$ cat config.mk
export PLATFORM = sky130hd
export DESIGN_NAME = framebuf_port_arbiter
export DESIGN_NICKNAME = d
export VERILOG_FILES = /design/src/rtl/framebuf_pkg.sv /design/src/rtl/framebuf_port_arbiter_tag_pipe.sv /design/src/rtl/framebuf_port_arbiter.sv
export SDC_FILE = /design/constraint.sdc
export NUM_CORES = 1
export LEC_CHECK = 0
export ABC_AREA = 1
export CAP_MARGIN = 30
export CORE_ASPECT_RATIO = 0.5
export CORE_MARGIN = 2
export CORE_UTILIZATION = 32
export CTS_BUF_LIST = sky130_fd_sc_hd__clkbuf_2
export DETAILED_ROUTE_END_ITERATION = 16
export HOLD_SLACK_MARGIN = 0.15
export PLACE_DENSITY = 0.78
export SYNTH_ARGS = -nofsm -noshare
export SYNTH_HDL_FRONTEND = slang
export SYNTH_HIERARCHICAL = 1
export SYNTH_SLANG_ARGS = --single-unit
$ cat constraint.sdc
create_clock -name clk_clk -period 1 [get_ports clk_clk]
set_input_delay 0.25 -clock clk_clk [delete_from_list [all_inputs] [get_ports clk_clk]]
set_output_delay 0.25 -clock clk_clk [all_outputs]
set_load 0.03 [all_outputs]
$ cat src/rtl/framebuf_pkg.sv
// Shared widths and read-tag types for the frame-buffer port arbiter.
package framebuf_pkg;

  localparam int FB_ADDR_W = 14;
  localparam int FB_DATA_W = 16;
  localparam int FB_BE_W   = 2;

  typedef enum logic {OWN_A, OWN_B} fb_owner_t;

  typedef struct packed {
    logic      valid;
    fb_owner_t owner;
  } fb_tag_t;

  localparam fb_tag_t FB_TAG_NONE = '{valid: 1'b0, owner: OWN_A};

endpackage

$ cat src/rtl/framebuf_port_arbiter_tag_pipe.sv
// fb_tag_pipe: fixed-depth shift register of read tags with synchronous clear.
module fb_tag_pipe
  import framebuf_pkg::*;
#(
  parameter int DEPTH = 3
) (
  input  logic    clk,
  input  logic    clr,
  input  fb_tag_t tag_in,
  output fb_tag_t tag_out
);

  fb_tag_t [DEPTH-1:0] stage_q;
  fb_tag_t [DEPTH-1:0] stage_d;

  always_comb begin
    stage_d    = stage_q;
    stage_d[0] = tag_in;
    for (int i = 1; i < DEPTH; i++) begin
      stage_d[i] = stage_q[i-1];
    end
    if (clr) begin
      stage_d = {DEPTH{FB_TAG_NONE}};
    end
  end

  always_ff @(posedge clk) begin
    stage_q <= stage_d;
  end

  assign tag_out = stage_q[DEPTH-1];

endmodule

$ cat src/rtl/framebuf_port_arbiter.sv
// framebuf_port_arbiter: shares one frame-buffer RAM port between host (A) and scan-out (B).
// Optional A starvation guard is compiled in when FBARB_STARVE_GUARD_EN is defined.
module framebuf_port_arbiter
  import framebuf_pkg::*;
#(
  parameter int READ_LATENCY = 2,
  parameter int MAX_WAIT     = 8
) (
  input  logic                 clk_clk,
  input  logic                 reset_reset,
  input  logic                 a_req,
  input  logic                 a_write,
  input  logic [FB_ADDR_W-1:0] a_addr,
  input  logic [FB_DATA_W-1:0] a_wdata,
  input  logic [FB_BE_W-1:0]   a_be,
  output logic                 a_gnt,
  output logic                 a_rvalid,
  output logic [FB_DATA_W-1:0] a_rdata,
  input  logic                 b_req,
  input  logic [FB_ADDR_W-1:0] b_addr,
  output logic                 b_gnt,
  output logic                 b_rvalid,
  output logic [FB_DATA_W-1:0] b_rdata,
  output logic [FB_ADDR_W-1:0] mem_address,
  output logic                 mem_chipselect,
  output logic                 mem_clken,
  output logic                 mem_write,
  output logic [FB_DATA_W-1:0] mem_writedata,
  output logic [FB_BE_W-1:0]   mem_byteenable,
  input  logic [FB_DATA_W-1:0] mem_readdata
);

  if (READ_LATENCY < 1 || READ_LATENCY > 4) begin : g_bad_latency
    $error("framebuf_port_arbiter: READ_LATENCY must be 1..4");
  end
  if (MAX_WAIT < 1 || MAX_WAIT > 255) begin : g_bad_wait
    $error("framebuf_port_arbiter: MAX_WAIT must be 1..255");
  end

  logic force_a;

`ifdef FBARB_STARVE_GUARD_EN
  localparam logic [7:0] WAIT_MAX = 8'(MAX_WAIT);

  logic [7:0] wait_cnt_q;
  logic [7:0] wait_cnt_d;

  assign force_a = (wait_cnt_q == WAIT_MAX);

  always_comb begin
    wait_cnt_d = wait_cnt_q;
    if (a_gnt) begin
      wait_cnt_d = '0;
    end else if (a_req && (wait_cnt_q != WAIT_MAX)) begin
      wait_cnt_d = wait_cnt_q + 8'd1;
    end
  end

  always_ff @(posedge clk_clk) begin
    if (reset_reset) begin
      wait_cnt_q <= '0;
    end else begin
      wait_cnt_q <= wait_cnt_d;
    end
  end
`else
  assign force_a = 1'b0;
`endif

  // B wins contention unless the guard has saturated; nothing is granted in reset.
  assign b_gnt = !reset_reset && b_req && !force_a;
  assign a_gnt = !reset_reset && a_req && (!b_req || force_a);

  logic [FB_ADDR_W-1:0] mem_address_q,    mem_address_d;
  logic                 mem_chipselect_q, mem_chipselect_d;
  logic                 mem_write_q,      mem_write_d;
  logic [FB_DATA_W-1:0] mem_writedata_q,  mem_writedata_d;
  logic [FB_BE_W-1:0]   mem_byteenable_q, mem_byteenable_d;

  always_comb begin
    mem_chipselect_d = a_gnt || b_gnt;
    mem_write_d      = a_gnt && a_write;
    mem_address_d    = mem_address_q;
    mem_writedata_d  = mem_writedata_q;
    mem_byteenable_d = mem_byteenable_q;
    if (b_gnt) begin
      mem_address_d    = b_addr;
      mem_byteenable_d = '1;
    end else if (a_gnt) begin
      mem_address_d    = a_addr;
      mem_writedata_d  = a_wdata;
      mem_byteenable_d = a_be;
    end
  end

  always_ff @(posedge clk_clk) begin
    if (reset_reset) begin
      mem_address_q    <= '0;
      mem_chipselect_q <= 1'b0;
      mem_write_q      <= 1'b0;
      mem_writedata_q  <= '0;
      mem_byteenable_q <= '0;
    end else begin
      mem_address_q    <= mem_address_d;
      mem_chipselect_q <= mem_chipselect_d;
      mem_write_q      <= mem_write_d;
      mem_writedata_q  <= mem_writedata_d;
      mem_byteenable_q <= mem_byteenable_d;
    end
  end

  assign mem_address    = mem_address_q;
  assign mem_chipselect = mem_chipselect_q;
  assign mem_write      = mem_write_q;
  assign mem_writedata  = mem_writedata_q;
  assign mem_byteenable = mem_byteenable_q;
  assign mem_clken      = 1'b1;

  // One extra stage covers the command register ahead of the RAM latency.
  fb_tag_t tag_in;
  fb_tag_t tag_out;

  always_comb begin
    tag_in.valid = b_gnt || (a_gnt && !a_write);
    tag_in.owner = b_gnt ? OWN_B : OWN_A;
  end

  fb_tag_pipe #(
    .DEPTH (READ_LATENCY + 1)
  ) u_tag_pipe (
    .clk     (clk_clk),
    .clr     (reset_reset),
    .tag_in  (tag_in),
    .tag_out (tag_out)
  );

  assign a_rvalid = tag_out.valid && (tag_out.owner == OWN_A);
  assign b_rvalid = tag_out.valid && (tag_out.owner == OWN_B);
  assign a_rdata  = mem_readdata;
  assign b_rdata  = mem_readdata;

endmodule

Word level (Yosys, flattened, before mapping)
Cells that the tools add are included.
W data, S select, Z words.
{"block": "word_totals", "regBits": 40, "latchBits": 0, "ramBits": 0, "mem_bits_ro": 0, "in_bits": 67, "out_inout_bits": 71, "word_cells": 32, "n_memories": 0}
{"block": "op_classes", "n_addsub": 0, "n_mul": 0, "div": 0, "order_cmp": 0, "eq_ne": 0, "shift": 0, "muxes": 5, "n_bitwise": 2, "n_reduce_logical": 14}
{"cell": "$mux W14", "n": 2}
{"cell": "$logic_and A1 B1 Y1", "n": 7}
{"cell": "$mux W2", "n": 2}
{"cell": "$logic_not A1 Y1", "n": 3}
{"cell": "$logic_or A1 B1 Y1", "n": 2}
{"cell": "$not A1 Y1", "n": 2}
{"cell": "$reduce_and A2 Y1", "n": 1}
{"cell": "$reduce_bool A2 Y1", "n": 1}
{"cell": "$mux W1", "n": 1}

Logic depth before layout (Yosys ltp)
Gate-level depths: netlist (run 1).
{"block": "logic_depth", "depth_word": 5, "depth_mapped": 8, "ltp_nobuf": 7}

By module
Netlist (run 1), hierarchy kept.
{"module": "framebuf_port_arbiter", "n_inst": 1, "cells_per_inst": 243, "area_each_um2": 1734.2, "seq_area_each_um2": 680.7}
{"module": "fb_tag_pipe", "n_inst": 1, "cells_per_inst": 20, "area_each_um2": 180.2, "seq_area_each_um2": 120.1}

Worst setup path after synthesis (run 1)
No wires, ideal clock.
{"block": "synth_path", "path_kind": "reg-to-output", "from": "register u_tag_pipe.stage_q (netlist bit u_tag_pipe/tag_out[0])", "to": "output port a_rvalid", "t_arrival_ns": 0.815, "t_required_ns": 0.750, "slack_ns": -0.065, "path_stages_with_launch": 3, "path_buffers": 1, "cell_sequence": "dfxtp_1 -> buf_4 -> nor2_1"}
{"block": "synth_between", "elab_chain_len": 2}
{"item": "from (decl)", "line": "framebuf_port_arbiter_tag_pipe.sv:13", "source": "fb_tag_t [DEPTH-1:0] stage_q;"}
{"item": "from (signal assigned)", "line": "framebuf_port_arbiter_tag_pipe.sv:28", "source": "stage_q <= stage_d;"}
{"item": "$not A1 Y1", "line": "framebuf_port_arbiter.sv:137", "source": "assign a_rvalid = tag_out.valid && (tag_out.owner == OWN_A);"}
{"item": "$logic_and A1 B1 Y1", "line": "framebuf_port_arbiter.sv:137"}
{"item": "to (decl)", "line": "framebuf_port_arbiter.sv:17", "source": "output logic a_rvalid,"}
Every way passes these cells.

Final worst setup path (run 1)
{"block": "layout_path", "from": "register u_tag_pipe.stage_q (netlist bit u_tag_pipe/tag_out[1])", "to": "output port a_rvalid"}
{"block": "layout_between", "elab_chain_len": 1}
{"item": "$logic_and A1 B1 Y1", "line": "framebuf_port_arbiter.sv:137"}
Every way passes these cells.

==> results of run 1 <==
-- what timing repair did --
| item | CTS | global route |
|---|---|---|
| hold buffers | 1 | 0 |
| resized for setup | 94 | 4 |
| endpoints found under the setup margin | 70 | 38 |
| setup buffers | 4 | 2 |
| pin swaps | 0 | 1 |
| hold endpoints to repair | 7 | 0 |
-- power by group through the flow --
stage	logic, µW	clock network [µW]	registers, µW
floorplan	519	0	1960
global placement	884	0	1780
detailed placement	899	0	1790
CTS	976	693	1790
global route	1060	761	1800
finish	988	686	1790
-- through the flow --
step	cells	worst slack (ns)	hold WS, ns	util	power [µW]
6_report	407	-0.2394	0.2536	0.5101	3465
5_1_grt	407	-0.3372	0.2692	0.5101	3626
4_1_cts	405	-0.2683	0.2336	0.5046	3458
3_5_place_dp	392	-0.5851	0.4016	0.4573	2686
3_3_place_gp	392	-0.5400	0.3886	0.4573	2668
2_1_floorplan	263	0.005557	0.3191	-	2480
-- layer usage --
metal  vias to the layer above  wire length [µm]  GRT usage
met3                        18               211    0.03811
met1                       805              1939     0.1621
met4                         0               130    0.06969
met2                        43              2674     0.2857
li1                        897                 -          -
met5                         -                 0          0
-- Yosys cell counts, drive strengths merged --
| cell type | instances |
|---|---|
| clkbuf | 2 |
| dfxtp | 40 |
| a21oi | 2 |
| inv | 27 |
| o21ai | 14 |
| nand2 | 71 |
| nor2 | 41 |
| buf | 42 |
| conb | 1 |
| nand3 | 23 |
-- path summary, 6_finish.rpt --
check,endpoint,cells past startpoint,slack (ns),start
worst max register to register,mem_address[7],2,0.28,mem_address[7]
worst min register to register,u_tag_pipe/tag_out[0],2,0.41,u_tag_pipe/stage_q[2]
worst min-delay path,mem_byteenable[1],5,0.25,b_req
worst max-delay path,a_rvalid,3,-0.24,u_tag_pipe/tag_out[1]
-- state kept, by name, summed over array words and instances, names as in the netlist --
register,count
mem_writedata,16
mem_address,14
u_tag_pipe/stage_q,4
mem_byteenable,2
u_tag_pipe/tag_out,2
mem_chipselect,1
mem_write,1
-- cell type report --
class | count | area [µm²]
fillers | 490 | 2760
repair buffers | 107 | 1089
flip-flops and latches | 40 | 845.8
multi-input cells | 152 | 678.2
inverters | 27 | 131.4
well taps | 73 | 91.34
clock buffers | 5 | 25.02
clock inverters | 3 | 13.76
-- critical path, stage by stage, from the launching register on --
cell	delay, ns
dfxtp_2	0.37
inv_2	0.03
nor2_2	0.08
buf_6	0.13
-- logic make-up after synthesis --
| group | Yosys count |
|---|---|
| AOI/OAI and AO/OA | 16 |
| buffers and inverters | 71 |
| DFF | 40 |
| and+or+nand+nor | 135 |
| other | 1 |
==> results.yml, run 1 <==
pwr:
  swShare: 0.3154
  max-vdd-ir-drop_mv: 0.4691
  p_switching_uw: 1093
  leakage_uw: 0.001396
  pwr-share-seq: 0.517
  power_per_cell_area_mw_per_mm2: 1206
  internal_power_uw: 2372
  clockPowerShare: 0.198
  pwr-share-comb: 0.285
worst_setup_path:
  criticalPathCategory: "reg -> out"
  crit_required_ns: 0.75
  critPathMaxFanout: 2
  cp-end-kind: "output pin"
  start_kind: "register"
  crit_arrival_ns: 0.99
finish:
  final_common_cell: "nand2_1"
  final_cell_area_mm2: 0.002874
  layout_common_cells: "67 x nand2_1, 47 x clkdlybuf4s50_1, 40 x nor2_1"
  drive_above_1_share: 0.3383
  antenna_cells: 0
  final_nets: 400
  synthToLayoutAreaGrowth_pct: 50.13
floorplan:
  dieArea_mm2: 0.006654
  num_rows: 19
  core_mm2: 0.005634
  io_pins: 138
  start_util: 0.3398
  die_w_um: 113.4
  die_y_um: 58.69
place:
  place_hpwl_mm: 3.695
  port_buffers: 88
  postPlaceCellArea_mm2: 0.002576
  place_congestion: 0.7540
synth:
  synth_mux_area_frac: 0
  ys_warn_count: 6
  synthCells: 263
  avgSynthCellArea_um2: 7.279
  synth_nets: 330
  ys_seq_area_frac: 0.4183
  synthTopCellsByArea: "dfxtp_1 42%, buf_4 15%, nand2_1 13%"
  synth_fa_ha_area_frac: 0
  synth_top_cell_area_share: 0.4183
  synthDistinctLibCells: 17
  synth_top_family_by_area: "simple AND/OR/NAND/NOR gates"
  synth_top_area_cell: "dfxtp_1"
  syn_area_mm2: 0.001914
  synth_simple_gate_area_frac: 0.3046
  ys_ff_latch: 40
  synth-compound-area-share: 0.04183
  synth_xor_area_frac: 0
drt:
  vias: 1763
  drc: 0
  routed_wl_mm: 4.955
  drt_first_pass_iters: 4
  postRouteAntennaNets: 0
  routedWlPerCell_um: 12.17
  avgViaCountPerCell: 4.332
  first_iter_violations: 131
clock_tree:
  cts_buffer_depth: 2
  cts_buffers: 5
  root_buffer: "clkbuf_2"
  clk-insertion-delay-late_ns: 0.37
  clock-sinks: 40
  h-tree-depth: 2
  cts_tree: "yes"
  path_clk_slew_ns: 0.21
timing:
  setup_viol: 36
  fin_worst_skew_ns: 0.0003694
  fmax_ghz: 0.8068
  grt_setup_unrepaired: "true"
  setup_tns_ns: -5.360
  fin_crit_sh: 1.239
  slew_viol_final: 0
  period_needed_ns: 1.239
  hold_viol: 0
  fin_ws_ns: -0.2394
grt:
  grt_pass1_vias: 1743
  antenna_found_initial: 0
  grt.overflow.total: 0
  grt_start_max_net_pins: 25
  grtUsageTotal: 0.1506
  grt_pass1_wl_mm: 8.031
hold_path:
  worstHoldPathType: "in -> reg"
run_status:
  violations: "setup timing"
  status: "finished with violations"
job:
  drv_cap: 0
No activity file was read; power rests on OpenSTA's default activity.
==> inputs of run 2 (changes only) <==
Settings changed: CTS_BUF_LIST sky130_fd_sc_hd__clkbuf_2 to sky130_fd_sc_hd__clkbuf_4 sky130_fd_sc_hd__clkbuf_8.
==> results.yml, run 2 (synthesis gave the netlist of run 1 again) <==
run_status:
  status: "finished with violations"
  violations: "setup timing"
pwr:
  max-vdd-ir-drop_mv: 0.5727
  leakage_uw: 0.001440
  power_per_cell_area_mw_per_mm2: 1327
hold_path:
  hold_depth: 3
  hold_start: "reset_reset"
  worstHoldPathType: "in -> reg"
  whs_endpoint: "mem_address[4]"
drt:
  drc: 0
  avgViaCountPerCell: 4.449
  drt_first_pass_iters: 7
  routed_wl_mm: 5.461
  postRouteAntennaNets: 0
  first_iter_violations: 91
  vias: 1824
  routedWlPerCell_um: 13.32
floorplan:
  die_y_um: 58.69
  io_pins: 138
  dieArea_mm2: 0.006654
  die_w_um: 113.4
  num_rows: 19
  start_util: 0.3398
  core_mm2: 0.005634
clock_tree:
  root_buffer: "clkbuf_8"
  clk-insertion-delay-late_ns: 0.29
  cts_buffer_depth: 2
  clock-sinks: 40
  path_clk_slew_ns: 0.07
  cts_buffers: 5
  cts_tree: "yes"
  ctsHoldBuffers: 0
  h-tree-depth: 2
finish:
  antenna_cells: 0
  largest_register_ffs: 16
  drive_above_1_share: 0.3501
  fin_cells: 410
  layout_common_cells: "67 x nand2_1, 47 x clkdlybuf4s50_1, 40 x nor2_1"
  final_common_cell: "nand2_1"
  n_fill_cell: 466
  post-route-util: 0.5274
  synthToLayoutAreaGrowth_pct: 55.23
  final_nets: 403
job:
  drv_cap: 0
grt:
  grt_pass1_vias: 1787
  grt_pass1_wl_mm: 8.293
  grt.overflow.total: 0
  antenna_found_initial: 0
  grt_start_max_net_pins: 25
  grtUsageTotal: 0.1567
worst_setup_path:
  criticalPathCategory: "reg -> out"
  cp-startpoint: "u_tag_pipe/tag_out[1]"
  cp-end-kind: "output pin"
  crit_arrival_ns: 0.87
  reg2reg_from: "mem_address[0]"
  start_kind: "register"
  critPathMaxFanout: 2
  crit_required_ns: 0.75
  reg2reg_depth: 3
  rr_endpoint: "mem_address[0]"
  reg2reg_slack_ns: 0.22
timing:
  period_needed_ns: 1.117
  fin_crit_sh: 1.117
  grt_setup_unrepaired: "true"
  slew_viol_final: 0
  setup_viol: 34
  holdWs_ns: 0.2807
  fin_ws_ns: -0.1174
  hold_viol: 0
  fin_worst_skew_ns: 0.0004873
  setup_tns_ns: -0.7241
  fmax_ghz: 0.8950
place:
  place_hpwl_mm: 3.695
  place_congestion: 0.7540
  port_buffers: 88
  dp_cells: 392
-- run 2: cell types whose count changed in the layout (fill, tap and decap cells not counted), sizes merged --
cell | previous run | this run
buf | 58 | 62
clkbuf | 6 | 7
clkinv | 5 | 4
dlygate4sd3 | 1 | 0
-- run 2: what timing repair did --
item                                    CTS  global route
setup buffers                             4             6
pin swaps                                 0             2
endpoints found under the setup margin   73            41
endpoints found under the hold margin     0             0
resized for setup                        94             6
-- run 2: how the worst max path moves through the flow --
| stage | to | slack [ns] | cells past startpoint |
|---|---|---|---|
| CTS | a_rvalid | -0.13 | 3 |
| detailed placement | mem_address[3] | -0.59 | 7 |
| global route | a_rvalid | -0.17 | 3 |
| finish | a_rvalid | -0.12 | 3 |
| global placement | mem_address[7] | -0.54 | 7 |
| floorplan | a_gnt | 0.006 | 6 |
-- run 2: stage by stage --
step           worst slack, ns  area [µm²]  power, µW
6_report               -0.1174        2972       3944
5_1_grt                -0.1710        2972       4095
3_3_place_gp           -0.5400        2576       2668
4_1_cts                -0.1267        2887       3878
3_5_place_dp           -0.5851        2576       2686
2_1_floorplan         0.005557        1923       2480
-- run 2: critical path, cell delays in order, from the launching register on --
cell and delay (ns):
dfxtp_2 0.33, inv_2 0.03, nor2_2 0.08, buf_6 0.13
-- run 2: area by class of cell --
type	instances	area (µm²)	area share
Sequential cell	40	845.8	0.2846
Clock buffer	6	82.58	0.02779
Clock inverter	2	10.01	0.003368
Tap cell	73	91.34	0.03074
Inverter	27	133.9	0.04505
Multi-Input combinational cell	152	686.9	0.2312
Timing Repair Buffer	110	1121	0.3773
-- run 2: where the power goes --
group          internal, µW  switching [µW]  leakage [µW]
clock                   551             578     0.0000510
sequential             1710            75.1      0.000342
combinational           514             511       0.00105
-- run 2: per-layer routing --
| metal | GRT usage | up-vias | wire, µm |
|---|---|---|---|
| met5 | 0 | - | 0 |
| met4 | 0.07143 | 0 | 116 |
| met3 | 0.04325 | 19 | 264 |
| met2 | 0.2994 | 53 | 2967 |
| met1 | 0.1653 | 846 | 2113 |
| li1 | - | 906 | - |
==> inputs of run 3 (changes only) <==
Settings changed: GPL_TIMING_DRIVEN set to 0.
==> results.yml, run 3 (synthesis gave the netlist of run 1 again) <==
finish:
  layout_common_cells: "66 x nand2_1, 59 x buf_4, 47 x clkdlybuf4s50_1"
  n_fill_cell: 443
  drive_above_1_share: 0.4130
  multiInputGateArea_um2: 709.4
  fin_cells: 487
  largest_register_ffs: 16
  synthToLayoutAreaGrowth_pct: 89.28
  final_nets: 480
  final_common_cell: "nand2_1"
  ff_latch_area_um2: 848.3
  antenna_cells: 0
worst_setup_path:
  rr_endpoint: "mem_writedata[13]"
  crit_chain: "inv_2 -> nor2_4 -> buf_6"
  criticalPathCategory: "reg -> out"
  reg2reg_slack_ns: 0.27
  cp-end-kind: "output pin"
  reg2reg_depth: 3
  start_kind: "register"
  max_stage_delay_ns: 0.35
  cpMaxStageDelayCell: "dfxtp_2"
  crit_arrival_ns: 0.89
  critPathMaxFanout: 2
  crit_required_ns: 0.75
  reg2reg_from: "mem_writedata[13]"
clock_tree:
  cts_buffers: 5
  clk-insertion-delay-late_ns: 0.30
  ctsHoldBuffers: 0
  cts_buffer_depth: 2
  clock-sinks: 40
  h-tree-depth: 2
  cts_tree: "yes"
  root_buffer: "clkbuf_8"
  path_clk_slew_ns: 0.08
drt:
  first_iter_violations: 96
  avgViaCountPerCell: 4.501
  postRouteAntennaNets: 0
  routed_wl_mm: 6.695
  drt_first_pass_iters: 4
  vias: 2192
  routedWlPerCell_um: 13.75
  drc: 0
pwr:
  pwr-share-comb: 0.310
  internal_power_uw: 3165
  power_per_cell_area_mw_per_mm2: 1254
  max-vdd-ir-drop_mv: 0.6801
  p_switching_uw: 1379
  leakage_uw: 0.001824
  clockPowerShare: 0.298
  pwr-share-seq: 0.392
  swShare: 0.3036
floorplan:
  num_rows: 19
  die_y_um: 58.69
  io_pins: 138
  die_w_um: 113.4
  dieArea_mm2: 0.006654
  start_util: 0.3398
  core_mm2: 0.005634
timing:
  period_needed_ns: 1.143
  grt_setup_unrepaired: "true"
  fin_worst_skew_ns: 0.0006198
  fmax_ghz: 0.8746
  fin_crit_sh: 1.143
  slew_viol_final: 0
  setup_tns_ns: -0.9889
  fin_ws_ns: -0.1434
  holdWs_ns: 0.2598
  setup_viol: 38
  hold_viol: 0
grt:
  grt_start_max_net_pins: 18
  antenna_found_initial: 0
  grt_pass1_vias: 1952
  grtUsageTotal: 0.1759
  grt.overflow.total: 0
  grt_pass1_wl_mm: 9.211
run_status:
  status: "finished with violations"
  violations: "setup timing"
hold_path:
  whs_endpoint: "u_tag_pipe/tag_out[1]"
  hold_depth: 3
  hold_start: "reset_reset"
  worstHoldPathType: "in -> reg"
place:
  dp_cells: 456
  port_buffers: 120
  place_congestion: 0.8154
  place_hpwl_mm: 4.341
job:
  drv_cap: 0
## run 3: changes by cell type in the layout (fill, tap and decap cells not counted), sizes merged
cell	before	now
buf	62	105
dlygate4sd2	0	32
clkinv	4	1
clkbuf	7	9
inv	25	27
bufinv	0	1
## run 3: critical path, delay by kind of cell (launching register included)
family                 cells  cell delay [ns]
and+or+nand+nor            1             0.07
buffers and inverters      2             0.17
DFF                        1             0.35
## run 3: through the flow
stage | power (µW) | cell area (µm²) | util | setup slack [ns]
after detailed placement | 3076 | 3216 | 0.5707 | -1.468
after floorplan | 2480 | 1923 | - | 0.005557
after global routing | 4697 | 3623 | 0.6431 | -0.1710
after global placement | 3054 | 3216 | 0.5707 | -1.430
after CTS | 4467 | 3481 | 0.6178 | -0.1663
final | 4544 | 3623 | 0.6431 | -0.1434
## run 3: cell type report
| type | count | share of cell area |
|---|---|---|
| Inverter | 27 | 0.03695 |
| Clock buffer | 6 | 0.02106 |
| Clock inverter | 2 | 0.009668 |
| Sequential cell | 40 | 0.2341 |
| Buffer | 41 | 0.08598 |
| Timing Repair Buffer | 146 | 0.3912 |
| Multi-Input combinational cell | 152 | 0.1958 |
| Tap cell | 73 | 0.02521 |
## run 3: routing by layer
metal / GRT usage / part of all wire
met1: 0.1937 / 0.38
met2: 0.3362 / 0.52
met3: 0.03502 / 0.063
met4: 0.08014 / 0.035
met5: 0 / 0
## run 3: power by group through the flow
stage	Combinational, µW	Sequential [µW]	Clock [µW]
after detailed placement	1300	1780	0
final	1410	1780	1350
after CTS	1330	1780	1360
after global routing	1480	1790	1420
after global placement	1280	1770	0
after floorplan	519	1960	0
## run 3: worst max-delay path by stage
| stage | from | end | slack (ns) | cells after the start |
|---|---|---|---|---|
| detailed placement | reset_reset | a_gnt | -1.47 | 8 |
| CTS | u_tag_pipe/tag_out[0] | b_rvalid | -0.17 | 3 |
| global route | u_tag_pipe/tag_out[1] | a_rvalid | -0.17 | 3 |
| floorplan | reset_reset | a_gnt | 0.006 | 6 |
| global placement | reset_reset | a_gnt | -1.43 | 8 |
| finish | u_tag_pipe/tag_out[1] | a_rvalid | -0.14 | 3 |
## run 3: timing repair
item	in CTS	in global routing
gates resized for setup	363	22
gates cloned	1	1
buffers inserted	12	13
endpoints found under the setup margin	106	61
pin swaps	2	7
